## src/rtl/wb_uart_tx.sv

```systemverilog
// wb_uart_tx: Wishbone classic slave with a byte FIFO feeding an 8N1 UART
// transmitter (LSB first, idle-high line).
//
// Register map, decoded on addr_i[3:2]:
//   0 TXDATA  write pushes data_i[7:0]; a write while full is dropped and sets
//             the sticky overflow flag. Reads return 0.
//   1 STATUS  read: [0] full, [1] empty, [2] busy, [3] overflow, [15:8] level.
//             write: data_i[3]=1 clears overflow.
//   2, 3      acknowledged; reads return 0, writes have no effect.
//
// Bus handshake: cyc_i & stb_i is the request (valid). A request seen while
// ack_o is low is accepted on that rising edge: every side effect commits on
// that edge, and ack_o (ready/response) is high for exactly the following
// cycle. ack_o then drops for at least one cycle, so a master that holds its
// strobe is acknowledged at most every second cycle. data_o carries read data
// only while ack_o is high and is 0 otherwise.
module wb_uart_tx #(
    parameter int CLK_FRE    = 27,
    parameter int BAUD_RATE  = 115200,
    parameter int FIFO_DEPTH = 16
) (
    input  logic        clk_i,
    input  logic        rst_i,
    input  logic [31:0] addr_i,
    input  logic        we_i,
    input  logic [31:0] data_i,
    input  logic        cyc_i,
    input  logic        stb_i,
    output logic [31:0] data_o,
    output logic        ack_o,
    output logic        tx_o,
    output logic        busy_o
);

    // Clock cycles per UART bit.
    localparam int CPB   = CLK_FRE * 1000000 / BAUD_RATE;
    localparam int CNT_W = (CPB > 1) ? $clog2(CPB) : 1;
    localparam int AW    = (FIFO_DEPTH > 1) ? $clog2(FIFO_DEPTH) : 1;
    localparam int LW    = AW + 1;

    localparam logic [CNT_W-1:0] CNT_LAST = CNT_W'(CPB - 1);
    localparam logic [LW-1:0]    LVL_FULL = LW'(FIFO_DEPTH);

    // Serializer states.
    localparam logic [1:0] ST_IDLE  = 2'd0;
    localparam logic [1:0] ST_START = 2'd1;
    localparam logic [1:0] ST_DATA  = 2'd2;
    localparam logic [1:0] ST_STOP  = 2'd3;

    // Bus-side registers.
    logic        ack_q;
    logic [31:0] data_q, data_d;
    logic        ovf_q, ovf_d;

    // FIFO storage and bookkeeping.
    logic [7:0]    mem_q [FIFO_DEPTH];
    logic [AW-1:0] wr_ptr_q, wr_ptr_d;
    logic [AW-1:0] rd_ptr_q, rd_ptr_d;
    logic [LW-1:0] level_q, level_d;

    // Serializer registers.
    logic [1:0]       state_q, state_d;
    logic [CNT_W-1:0] cnt_q, cnt_d;
    logic [2:0]       idx_q, idx_d;
    logic [7:0]       shift_q, shift_d;
    logic             tx_q, tx_d;

    logic        req;
    logic [1:0]  reg_sel;
    logic        wr_txdata;
    logic        fifo_full;
    logic        fifo_empty;
    logic        push;
    logic        pop;
    logic        bit_last;
    logic [31:0] status;

    // Address and data bits that the register map never looks at.
    logic unused_bits;
    assign unused_bits = ^{addr_i[31:4], addr_i[1:0], data_i[31:8]};

    assign req        = cyc_i & stb_i & ~ack_q;
    assign reg_sel    = addr_i[3:2];
    assign wr_txdata  = req & we_i & (reg_sel == 2'd0);
    assign fifo_full  = (level_q == LVL_FULL);
    assign fifo_empty = (level_q == '0);
    // A simultaneous pop frees a slot on the same edge, so a full FIFO still
    // takes the byte in that case.
    assign push       = wr_txdata & (~fifo_full | pop);
    assign bit_last   = (cnt_q == CNT_LAST);

    assign status = {16'h0000, 8'(level_q), 4'h0, ovf_q, busy_o, fifo_empty, fifo_full};

    assign data_o = data_q;
    assign ack_o  = ack_q;
    assign tx_o   = tx_q;
    assign busy_o = (state_q != ST_IDLE);

    // Register reads, overflow flag and FIFO pointer/level next state.
    always_comb begin
        data_d   = 32'h0;
        ovf_d    = ovf_q;
        wr_ptr_d = wr_ptr_q;
        rd_ptr_d = rd_ptr_q;
        level_d  = level_q;

        if (req && !we_i && reg_sel == 2'd1) begin
            data_d = status;
        end

        if (wr_txdata && fifo_full && !pop) begin
            ovf_d = 1'b1;
        end else if (req && we_i && reg_sel == 2'd1 && data_i[3]) begin
            ovf_d = 1'b0;
        end

        if (push) begin
            wr_ptr_d = wr_ptr_q + 1'b1;
        end
        if (pop) begin
            rd_ptr_d = rd_ptr_q + 1'b1;
        end
        case ({push, pop})
            2'b10:   level_d = level_q + 1'b1;
            2'b01:   level_d = level_q - 1'b1;
            default: level_d = level_q;
        endcase
    end

    // Serializer next state; tx is decoded from the current state and
    // registered, so the line lags the state by one clock.
    always_comb begin
        state_d = state_q;
        cnt_d   = cnt_q;
        idx_d   = idx_q;
        shift_d = shift_q;
        pop     = 1'b0;
        tx_d    = 1'b1;

        case (state_q)
            ST_IDLE: begin
                tx_d = 1'b1;
                if (!fifo_empty) begin
                    pop     = 1'b1;
                    shift_d = mem_q[rd_ptr_q];
                    cnt_d   = '0;
                    state_d = ST_START;
                end
            end
            ST_START: begin
                tx_d = 1'b0;
                if (bit_last) begin
                    cnt_d   = '0;
                    idx_d   = 3'd0;
                    state_d = ST_DATA;
                end else begin
                    cnt_d = cnt_q + 1'b1;
                end
            end
            ST_DATA: begin
                tx_d = shift_q[idx_q];
                if (bit_last) begin
                    cnt_d = '0;
                    if (idx_q == 3'd7) begin
                        state_d = ST_STOP;
                    end else begin
                        idx_d = idx_q + 1'b1;
                    end
                end else begin
                    cnt_d = cnt_q + 1'b1;
                end
            end
            default: begin
                tx_d = 1'b1;
                if (bit_last) begin
                    cnt_d   = '0;
                    state_d = ST_IDLE;
                end else begin
                    cnt_d = cnt_q + 1'b1;
                end
            end
        endcase
    end

    // FIFO storage; reset only needs to clear the pointers and level.
    always_ff @(posedge clk_i) begin
        if (push) begin
            mem_q[wr_ptr_q] <= data_i[7:0];
        end
    end

    // Bus response, flags and FIFO bookkeeping.
    always_ff @(posedge clk_i or posedge rst_i) begin
        if (rst_i) begin
            ack_q    <= 1'b0;
            data_q   <= 32'h0;
            ovf_q    <= 1'b0;
            wr_ptr_q <= '0;
            rd_ptr_q <= '0;
            level_q  <= '0;
        end else begin
            ack_q    <= req;
            data_q   <= data_d;
            ovf_q    <= ovf_d;
            wr_ptr_q <= wr_ptr_d;
            rd_ptr_q <= rd_ptr_d;
            level_q  <= level_d;
        end
    end

    // Serializer state and the registered line output (idle high on reset).
    always_ff @(posedge clk_i or posedge rst_i) begin
        if (rst_i) begin
            state_q <= ST_IDLE;
            cnt_q   <= '0;
            idx_q   <= 3'd0;
            shift_q <= 8'h00;
            tx_q    <= 1'b1;
        end else begin
            state_q <= state_d;
            cnt_q   <= cnt_d;
            idx_q   <= idx_d;
            shift_q <= shift_d;
            tx_q    <= tx_d;
        end
    end

endmodule

```

## config.mk

```make
export PLATFORM = sky130hd
export DESIGN_NAME = wb_uart_tx
export DESIGN_NICKNAME = d
export VERILOG_FILES = /design/src/rtl/wb_uart_tx.sv
export SDC_FILE = /design/constraint.sdc
export NUM_CORES = 1
export LEC_CHECK = 0
export BUFFER_PORTS_ARGS = -buffer_cell sky130_fd_sc_hd__buf_2
export CORE_MARGIN = 1.5
export CORE_UTILIZATION = 30
export DETAILED_ROUTE_END_ITERATION = 10
export HOLD_SLACK_MARGIN = 0.02
export SETUP_SLACK_MARGIN = 0.02
export SLEW_MARGIN = 40
export SYNTH_ARGS = -nofsm -noshare
export SYNTH_HDL_FRONTEND = slang
export SYNTH_SLANG_ARGS = --single-unit
```

## constraint.sdc

```tcl
create_clock -name clk_i -period 3.65 [get_ports clk_i]
set_input_delay 0.5475 -clock clk_i [delete_from_list [all_inputs] [get_ports clk_i]]
set_output_delay 0.5475 -clock clk_i [all_outputs]
set_load 0.01 [all_outputs]
```

# After elaboration in Yosys (flattened, before gate mapping)
# Memories as Yosys holds them, arrays and structs flattened. A register that Yosys moved wholly into a read port is not among the register bits.
# Cells that the tools add are included.
# Widths: inputs -> output; s select.
totals:
  register_bits: 61
  ramBits: 128
  output_inout_bits: 35
  wordCells: 84
  n_memories: 1
mem_list:
  columns: ["memory", "depth", "word_bits", "rd", "rd_ports_with_merged_regs", "wr", "line", "text"]
  rows:
  - ["mem_q", 16, 8, 1, 1, 1, "56", "logic [7:0] mem_q [FIFO_DEPTH];"]
classes:
  add_sub_neg: 6
  n_lt_le_gt_ge: 1
  eq_ne: 13
  mux: 24
  bitwise_logic: 9
  n_reduce_logical: 20
ops:
  columns: ["operator", "n"]
  rows:
  - ["$mux 8", 3]
  - ["$mux 13", 1]
  - ["$mux 2", 5]
  - ["$ne 2x2->1 const B", 5]
  - ["$pmux 5 s2", 1]
  - ["$reduce_bool 2->1", 5]
  - ["$mux 3", 3]
  - ["$add 4x1->4 const B", 2]
  - ["$add 8x1->8 const B", 1]
  - ["$eq 8x8->1 const B", 1]
  - ["$logic_and 1x1->1", 7]
  - ["$mux 1", 7]
  - ["$eq 2x1->1 const B", 3]
  - ["$pmux 2 s3", 1]
  - ["$pmux 3 s2", 1]
  - ["$add 5x1->5 const B", 1]
  - ["$and 1x1->1", 5]
  - ["$eq 5x5->1 const B", 1]
  - ["$logic_not 5->1", 1]
  - ["$reduce_and 5->1", 1]
  - ["$sub 5x1->5 const B", 1]
  - ["$eq 2x2->1 const B", 2]
  - ["$logic_not 2->1", 2]
  - ["$lt 3x4->1 const B", 1]
  - ["9 further kinds", 12]

# Depth between registers and ports, before layout
# Gate-level depths: netlist (run 1).
logic_depth:
  word_depth: 7
  ltp_mapped: 10
  mapped_depth_nobuf: 9

# Worst setup path before layout (run 1)
# OpenSTA, ideal clock, no wires.
synth_timing:
  path_kind: "register -> register"
  startpoint: "reg level_q[1]"
  endpoint: "reg level_q[4]"
  setup_time_ps: 123
  arrival_ps: 2560
  required_time_ps: 3527
  setup_slack_ps: 967
  stages_incl_launch_ff: 11
  path_buffers: 2
  period_less_slack_ps: 2683
  path_cell_list: "dfrtp_1 > buf_6 > or4_4 > buf_6 > o221ai_1 > xnor2_1 > ha_1 > or4_2 > nor2_1 > a31oi_1 > xnor2_1"
synth_via:
  elab_chain_cells: 7
  word_cells_on_any_way: 13
  cone_classes: "add/sub (2); eq/ne (3); mux (3); bitwise (3); reduce/logical (2)"
synth_rtl:
  columns: ["element", "line", "text"]
  rows:
  - ["start, declared", "59", "logic [LW-1:0] level_q, level_d;"]
  - ["start signal, assigned", "207", "level_q <= level_d;"]
  - ["$logic_not 5->1", "86", "assign fifo_empty = (level_q == '0);"]
  - ["$mux 1", "143", "if (!fifo_empty) begin"]
  - ["$mux 1", "140", "case (state_q)"]
  - ["$or 1x1->1", "89", "assign push = wr_txdata & (~fifo_full | pop);"]
  - ["$and 1x1->1", "89", null]
  - ["$eq 2x1->1 / $eq 2x2->1 (equally long branches)", "123", "case ({push, pop})"]
  - ["$pmux 5 s2 / $reduce_bool 2->1 (equally long branches)", null, null]
# Several ways; a longest one is shown, not always the timed one.
# A chain may end at the register's enable or synchronous reset.

# Final worst setup path (run 1)
# Same ends and word-level chain as after synthesis.

==> results.py, run 1 <==
metrics = {
    "cells_and_area": {
        "drive_above_1_share_pct": 27.2,
        "nFillCells": 2293,
        "antenna_cells": 0,
        "multi_input_area_mm2": 0.00215,
        "final-seq-area_mm2": 0.00500,
        "area_delta_synth_final_pct": 15.2,
        "fin_nets": 569,
        "fin_cells": 824,
    },
    "sta": {
        "slew_viol_final": 0,
        "hold_viol": 0,
        "post-route-period-util_pct": 77.0,
        "tightest_slew_ps": 761,
        "max_freq_ghz": 0.356,
        "tns_ps": 0,
        "slew-limit-headroom_pct": 49.1,
        "skew_ps": 14.8,
        "setup_viol_count_final": 0,
        "min_period_ps": 2810,
        "rsz0062_at_grt": "false",
    },
    "grt": {
        "grt_max_degree": 47,
        "grt-ovfl-total": 0,
        "grt_pass1_vias": 3773,
        "antenna_found_initial": 0,
        "grt_first_pass_wirelength_um": 20900,
        "track_usage_pct": 10.8,
    },
    "floorplanning": {
        "io_pins": 104,
        "die-width_um": 160,
        "fp-row-count": 57,
        "coreArea_mm2": 0.0242,
        "die_y_um": 160,
        "dieArea_mm2": 0.0255,
        "start_util_pct": 30.4,
    },
    "worst_setup_path": {
        "endpoint_kind": "flip-flop",
        "worstPathRequired_ps": 3950,
        "crit_fanout": 8,
        "setup.worst_path.start_class": "flip-flop",
        "arrival_ps": 3120,
        "crit_type": "reg -> reg",
    },
    "run_status": {
        "outcome": "complete, no violations",
    },
    "logic_synthesis": {
        "async_reset_ff_share_pct": 26.4,
        "syn_avg_cell_area_um2": 16.7,
        "synthTopCellsByCount": "edfxtp_1 (128), dfrtp_1 (45), mux4_2 (32)",
        "synth_top_cell_by_area": "edfxtp_1",
        "syn_inst": 442,
        "synth_ff_type": "edfxtp_1",
        "synth_most_common_cell": "edfxtp_1",
        "synth.distinct_cells": 52,
        "synth_area_mm2": 0.00737,
        "synth_edf_count": 128,
        "yosysTopAreaCellShare_pct": 52.1,
        "yosys-top-cells-area": "edfxtp_1 (52%), dfrtp_1 (15%), mux4_2 (9.8%)",
        "ys_warn_count": 0,
        "synth-seq-cells": 174,
        "synth-seq-area-share_pct": 67.8,
    },
    "clock_network": {
        "clk_latency_ps": 430,
        "root_buffer": "clkbuf_16",
        "clockBufferDepth": 2,
        "cts_inserted_buffers": 17,
        "cts_tree": "done",
        "cts_sinks": 174,
        "postCtsSetupBuffers": 0,
        "clk_pin_slew_ps": 70,
        "holdBufCountCts": 0,
        "cts-htree-levels": 4,
        "cts_resized": 0,
    },
    "pwr": {
        "power_leakage_nw": 3.03,
        "p_per_area_mw_per_mm2": 685,
        "peakVddDrop_uv": 320,
    },
    "detailed_routing": {
        "via_count": 3752,
        "drt_first_pass_iters": 4,
        "drtIter0Drc": 230,
        "viasPerCell": 4.55,
        "postRouteWirelength_um": 13000,
        "drtAntennaViolNets": 0,
        "drc_errors": 0,
        "routedWlPerCell_um": 15.7,
    },
    "place": {
        "gp_congestion": 0.710,
        "placed_cells": 792,
        "post-dp-hpwl_um": 8430,
        "io_buffers": 26,
    },
    "flow_run": {
        "maxCapViolations": 0,
    },
    "worst_hold_path": {
        "hold_class": "in -> async",
    },
}
-- worst max-delay path: stages (launching register included) --
cell      delay [ps]
dfrtp_1          460
or4_4            630
o221ai_1         370
xnor2_1          130
ha_1             240
or4_2            540
nor2_1           110
a31oi_1           70
xnor2_1          140
-- sequential cells by signal (all words and copies together), names as in the netlist, 2 cells and up --
name,cells
cnt_q,8
data_o,9
idx_q,3
level_q,5
mem_q,128
rd_ptr_q,4
shift_q,8
state_q,2
wr_ptr_q,4
-- cell usage in the layout (no fill, tap or decap), types with 11 or more instances in the layout --
| master | instances |
|---|---|
| ha_1 | 13 |
| nor2_1 | 19 |
| edfxtp_1 | 128 |
| nand2_1 | 21 |
| mux2i_1 | 12 |
| mux4_2 | 32 |
| mux2_2 | 11 |
| dfrtp_1 | 42 |
| xnor2_1 | 12 |
| buf_4 | 18 |
| buf_2 | 26 |
| o21ai_0 | 20 |
| conb_1 | 23 |
| clkbuf_16 | 17 |
-- power breakdown --
part | leakage [nW] | switching [mW] | internal, mW
Sequential | 1.73 | 0.375 | 2.30
Clock | 0.300 | 0.824 | 1.05
Combinational | 1.00 | 0.557 | 0.711
Total | 3.03 | 1.76 | 4.06
-- metrics by stage --
stage	hold WS [ps]	worst slack, ps	utilization, %	total power, mW	area (um^2)
floorplan	461	967	-	3.70	7450
global placement	446	787	32.4	3.96	7850
detailed placement	465	742	32.4	4.01	7860
CTS	211	831	35.0	5.88	8480
global route	246	677	35.0	6.12	8490
finish	205	838	35.0	5.82	8490
-- final timing paths --
| path | from | end | slack [ps] | cells after the start |
|---|---|---|---|---|
| min in group clk_i | addr_i[2] | ovf_q | 350 | 2 |
| hold / removal | rst_i | cnt_q[6] | 200 | 2 |
| hold reg to reg | ack_o | ack_o | 460 | 1 |
| max in group asynchronous | rst_i | rd_ptr_q[2] | 2990 | 2 |
| setup reg to reg | level_q[1] | level_q[4] | 840 | 8 |
| setup / recovery | level_q[1] | level_q[4] | 840 | 8 |
-- metal layers --
layer	vias up	global-route usage, %	share of wire [%]
met3	7	2.88	4.3
met5	-	0	0
met2	93	17.5	48
met1	1904	14.3	47
met4	0	3.34	0.73
li1	1748	-	-
-- final cells by class --
type,count,share of cell area [%]
sequential,174,59.0
multi-input combinational,242,25.4
clock buffer,17,5.01
tap,324,4.78
timing repair buffer,44,3.12
clock inverter,15,2.36
inverter,8,0.383
-- cell families (layout without fill, tap and decap cells) --
kind of cell	Yosys count	after routing	share of synthesized area, %
DFF	174	174	67.8
other	1	23	0.0509
adders and majority gates	13	13	2.21
AOI/OAI and AO/OA	49	49	4.46
muxes	56	56	13.3
xor gates and xnor gates	13	13	1.54
buffers and inverters	48	84	4.14
and+or+nand+nor	88	88	6.52
(Power assumes the default switching activity.)
==> run 2: changes to the inputs <==
==> constraint.sdc (replaced) <==
create_clock -name clk_i -period 2.7 [get_ports clk_i]
set_input_delay 0.405 -clock clk_i [delete_from_list [all_inputs] [get_ports clk_i]]
set_output_delay 0.405 -clock clk_i [all_outputs]
set_load 0.01 [all_outputs]
==> results.py, run 2 (same netlist as run 1, synthesis figures left out) <==
metrics = {
    "clock_network": {
        "root_buffer": "clkbuf_16",
        "cts_inserted_buffers": 17,
        "holdBufCountCts": 0,
        "cts_sinks": 174,
        "clk_latency_ps": 430,
        "postCtsSetupBuffers": 0,
        "cts_resized": 0,
        "clk_pin_slew_ps": 60,
        "clockBufferDepth": 2,
        "cts-htree-levels": 4,
        "cts_tree": "done",
    },
    "detailed_routing": {
        "viasPerCell": 4.58,
        "drc_errors": 0,
        "drtAntennaViolNets": 0,
        "via_count": 3817,
        "postRouteWirelength_um": 13200,
        "routedWlPerCell_um": 15.9,
        "drt_first_pass_iters": 4,
        "drtIter0Drc": 319,
    },
    "sta": {
        "holdWs_ps": 91.0,
        "layout_setup_ws_ps": 142,
        "min_period_ps": 2560,
        "tns_ps": 0,
        "slew_viol_final": 0,
        "max_freq_ghz": 0.391,
        "tightest_slew_ps": 718,
        "rsz0062_at_grt": "false",
        "slew-limit-headroom_pct": 52.0,
        "post-route-period-util_pct": 94.7,
        "setup_viol_count_final": 0,
        "hold_viol": 0,
        "skew_ps": 9.78,
    },
    "worst_setup_path": {
        "worstPathRequired_ps": 3000,
        "arrival_ps": 2860,
        "worst-r2r-cell-count": 8,
        "endpoint_kind": "flip-flop",
        "cpPeakStageDelay_ps": 540,
        "crit_end": "level_q[4]",
        "crit_top_cell": "xnor2_1",
        "path_depth": 8,
        "setup.worst_path.start_class": "flip-flop",
        "path_buf_inv": 0,
        "crit_chain": "or4_4, o221ai_2, xnor2_1, ha_1, or4_2, nor2_1, a31oi_1, xnor2_1",
        "crit_fanout": 6,
        "crit_start": "level_q[2]",
        "r2r-end": "level_q[4]",
        "rrSetupSlack_ps": 140,
        "crit_family": "simple AND/OR/NAND/NOR gates",
        "critPathSlowestCell": "or4_2",
        "r2r-start": "level_q[2]",
        "crit_type": "reg -> reg",
    },
    "floorplanning": {
        "coreArea_mm2": 0.0242,
        "io_pins": 104,
        "die_y_um": 160,
        "die-width_um": 160,
        "fp-row-count": 57,
        "dieArea_mm2": 0.0255,
        "start_util_pct": 30.4,
    },
    "grt": {
        "track_usage_pct": 11.1,
        "grt_max_degree": 32,
        "antenna_found_initial": 0,
        "grt-ovfl-total": 0,
        "grt_first_pass_wirelength_um": 21500,
        "grt_pass1_vias": 3990,
    },
    "place": {
        "io_buffers": 26,
        "dpl_worst_slack_ps": 175,
        "post-dp-hpwl_um": 8620,
        "place_area_mm2": 0.00795,
        "gp_congestion": 0.746,
    },
    "flow_run": {
        "maxCapViolations": 0,
    },
    "run_status": {
        "outcome": "complete, no violations",
    },
    "cells_and_area": {
        "largest_register": "mem_q",
        "drive_above_1_share_pct": 27.9,
        "fin_nets": 578,
        "fin_area_mm2": 0.00854,
        "largest_reg_flops": 128,
        "final_cell_mix": "edfxtp_1 (128), dfrtp_1 (43), mux4_2 (32)",
        "antenna_cells": 0,
        "final_common_cell": "edfxtp_1",
        "area_delta_synth_final_pct": 15.8,
        "utilization_pct": 35.2,
    },
    "pwr": {
        "power_leakage_nw": 3.07,
        "p_per_area_mw_per_mm2": 920,
        "peakVddDrop_uv": 382,
    },
    "worst_hold_path": {
        "hold_class": "in -> async",
    },
}
-- run 2: final cells by class --
class / instances / area, um^2
Multi-Input combinational cell: 242 / 2160
Timing Repair Buffer: 53 / 358
Clock inverter: 13 / 154
Sequential cell: 174 / 5000
Tap cell: 324 / 405
Inverter: 8 / 30.0
Clock buffer: 19 / 433
Fill cell: 2281 / 15700
-- run 2: worst register-to-register path: stages, from the launching register on --
cell,delay (ps)
dfrtp_1,440
or4_4,510
o221ai_2,270
xnor2_1,110
ha_1,230
or4_2,540
nor2_1,120
a31oi_1,70
xnor2_1,150
-- run 2: report_power, final --
part | internal (mW) | switching (mW)
combinational | 1.04 | 0.917
clock | 1.38 | 1.05
sequential | 3.11 | 0.358
total | 5.53 | 2.32
-- run 2: per-stage QoR --
step | power, mW | instances
after floorplan | 5.01 | 464
after global placement | 5.45 | 801
after detailed placement | 5.52 | 801
after CTS | 7.96 | 833
after global routing | 8.27 | 833
final | 7.85 | 833
-- run 2: worst min path at each step --
stage	start	endpoint	cells past startpoint
global placement	ack_o	ack_o	1
detailed placement	ack_o	ack_o	1
finish	rst_i	cnt_q[4]	2
global route	rst_i	cnt_q[2]	2
floorplan	ovf_q	ovf_q	2
CTS	rst_i	wr_ptr_q[0]	2
-- run 2: layer usage --
layer  GRT usage (%)  vias up  share of wire (%)
met2            17.8       80                 48
met3            2.83       20                4.1
li1                -     1764                  -
met1            14.5     1953                 46
met4            4.25        0                1.5
met5               0        -                  0
==> run 3: changes to the inputs <==
--- a/config.mk
+++ b/config.mk
@@ -8,6 +8,7 @@
 export BUFFER_PORTS_ARGS = -buffer_cell sky130_fd_sc_hd__buf_2
 export CORE_MARGIN = 1.5
 export CORE_UTILIZATION = 30
+export CTS_BUF_LIST = sky130_fd_sc_hd__clkbuf_8
 export DETAILED_ROUTE_END_ITERATION = 10
 export HOLD_SLACK_MARGIN = 0.02
 export SETUP_SLACK_MARGIN = 0.02
==> results.py, run 3 (same netlist as run 1, synthesis figures left out) <==
metrics = {
    "floorplanning": {
        "die_y_um": 160,
        "coreArea_mm2": 0.0242,
        "die-width_um": 160,
        "fp-row-count": 57,
        "dieArea_mm2": 0.0255,
        "start_util_pct": 30.4,
        "io_pins": 104,
    },
    "worst_setup_path": {
        "rrSetupSlack_ps": 150,
        "arrival_ps": 2880,
        "r2r-start": "level_q[2]",
        "path_buf_inv": 0,
        "crit_chain": "or4_4, o221ai_2, xnor2_1, ha_1, or4_2, nor2_1, a31oi_1, xnor2_1",
        "crit_type": "reg -> reg",
        "crit_fanout": 6,
        "setup.worst_path.start_class": "flip-flop",
        "worstPathRequired_ps": 3030,
        "worst-r2r-cell-count": 8,
        "r2r-end": "level_q[4]",
        "cpPeakStageDelay_ps": 540,
        "crit_top_cell": "xnor2_1",
        "critPathSlowestCell": "or4_2",
        "endpoint_kind": "flip-flop",
        "crit_family": "simple AND/OR/NAND/NOR gates",
    },
    "detailed_routing": {
        "drc_errors": 0,
        "viasPerCell": 4.56,
        "via_count": 3800,
        "drtIter0Drc": 374,
        "routedWlPerCell_um": 15.8,
        "drt_first_pass_iters": 4,
        "drtAntennaViolNets": 0,
        "postRouteWirelength_um": 13200,
    },
    "clock_network": {
        "cts_sinks": 174,
        "clockBufferDepth": 2,
        "holdBufCountCts": 0,
        "cts-htree-levels": 4,
        "cts_resized": 0,
        "cts_inserted_buffers": 17,
        "root_buffer": "clkbuf_8",
        "postCtsSetupBuffers": 0,
        "clk_pin_slew_ps": 90,
        "clk_latency_ps": 460,
        "cts_tree": "done",
    },
    "pwr": {
        "power_leakage_nw": 2.99,
        "p_per_area_mw_per_mm2": 866,
        "peakVddDrop_uv": 326,
    },
    "run_status": {
        "outcome": "complete, no violations",
    },
    "cells_and_area": {
        "fin_nets": 578,
        "antenna_cells": 0,
        "largest_register": "mem_q",
        "area_delta_synth_final_pct": 13.2,
        "final_common_cell": "edfxtp_1",
        "nFillCells": 2308,
        "final_cell_mix": "edfxtp_1 (128), dfrtp_1 (43), mux4_2 (32)",
        "largest_reg_flops": 128,
        "fin_area_mm2": 0.00835,
        "drive_above_1_share_pct": 27.9,
    },
    "sta": {
        "tns_ps": 0,
        "rsz0062_at_grt": "false",
        "max_freq_ghz": 0.392,
        "tightest_slew_ps": 723,
        "hold_viol": 0,
        "setup_viol_count_final": 0,
        "skew_ps": 18.2,
        "post-route-period-util_pct": 94.5,
        "slew_viol_final": 0,
        "slew-limit-headroom_pct": 51.7,
        "min_period_ps": 2550,
    },
    "grt": {
        "grt-ovfl-total": 0,
        "grt_max_degree": 32,
        "grt_first_pass_wirelength_um": 21500,
        "antenna_found_initial": 0,
        "track_usage_pct": 11.1,
        "grt_pass1_vias": 4004,
    },
    "place": {
        "gp_congestion": 0.746,
        "post-dp-hpwl_um": 8620,
        "io_buffers": 26,
        "place_area_mm2": 0.00795,
    },
    "worst_hold_path": {
        "hold_class": "in -> async",
    },
    "flow_run": {
        "maxCapViolations": 0,
    },
}
[run 3: cell type report]
class	instances	area, um^2	area share [%]
repair buffers	53	358	4.29
clock buffers	17	234	2.80
well taps	324	405	4.86
inverters	8	30.0	0.360
multi-input cells	242	2160	25.9
flip-flops and latches	174	5000	59.9
clock inverters	15	161	1.93
[run 3: per-layer routing]
metal | vias to the layer above | routed length (um) | track usage (%)
li1 | 1756 | - | -
met1 | 1950 | 6190 | 14.6
met2 | 86 | 6350 | 17.8
met3 | 8 | 492 | 2.49
met4 | 0 | 119 | 4.25
met5 | - | 0 | 0
[run 3: metrics by stage]
step / setup slack, ps / util (%) / instances / power, mW / hold WS, ps
after global routing: 27.0 / 34.4 / 833 / 7.64 / 104
after CTS: 161 / 34.4 / 833 / 7.33 / 62.0
final: 148 / 34.4 / 833 / 7.23 / 66.4
after global placement: 222 / 32.8 / 801 / 5.45 / 444
after floorplan: 111 / - / 464 / 5.01 / 461
after detailed placement: 175 / 32.8 / 801 / 5.52 / 470
[run 3: how the worst max path moves through the flow]
stage | from | end | slack [ps] | depth (start not counted)
CTS | level_q[2] | level_q[4] | 160 | 8
detailed placement | level_q[2] | level_q[4] | 170 | 8
global route | level_q[2] | level_q[4] | 30 | 8
finish | level_q[2] | level_q[4] | 150 | 8
global placement | level_q[2] | level_q[4] | 220 | 8
floorplan | level_q[1] | level_q[4] | 110 | 10
[run 3: where the power goes]
part | switching (mW) | internal, mW | leakage (nW) | total, mW
Clock | 0.960 | 0.836 | 0.199 | 1.80
Sequential | 0.364 | 3.10 | 1.73 | 3.47
Combinational | 0.920 | 1.04 | 1.05 | 1.96
Total | 2.24 | 4.98 | 2.99 | 7.23
[run 3: worst register-to-register path: stages (launching register included)]
cell	delay (ps)
dfrtp_1	450
or4_4	510
o221ai_2	270
xnor2_1	110
ha_1	230
or4_2	540
nor2_1	120
a31oi_1	60
xnor2_1	140
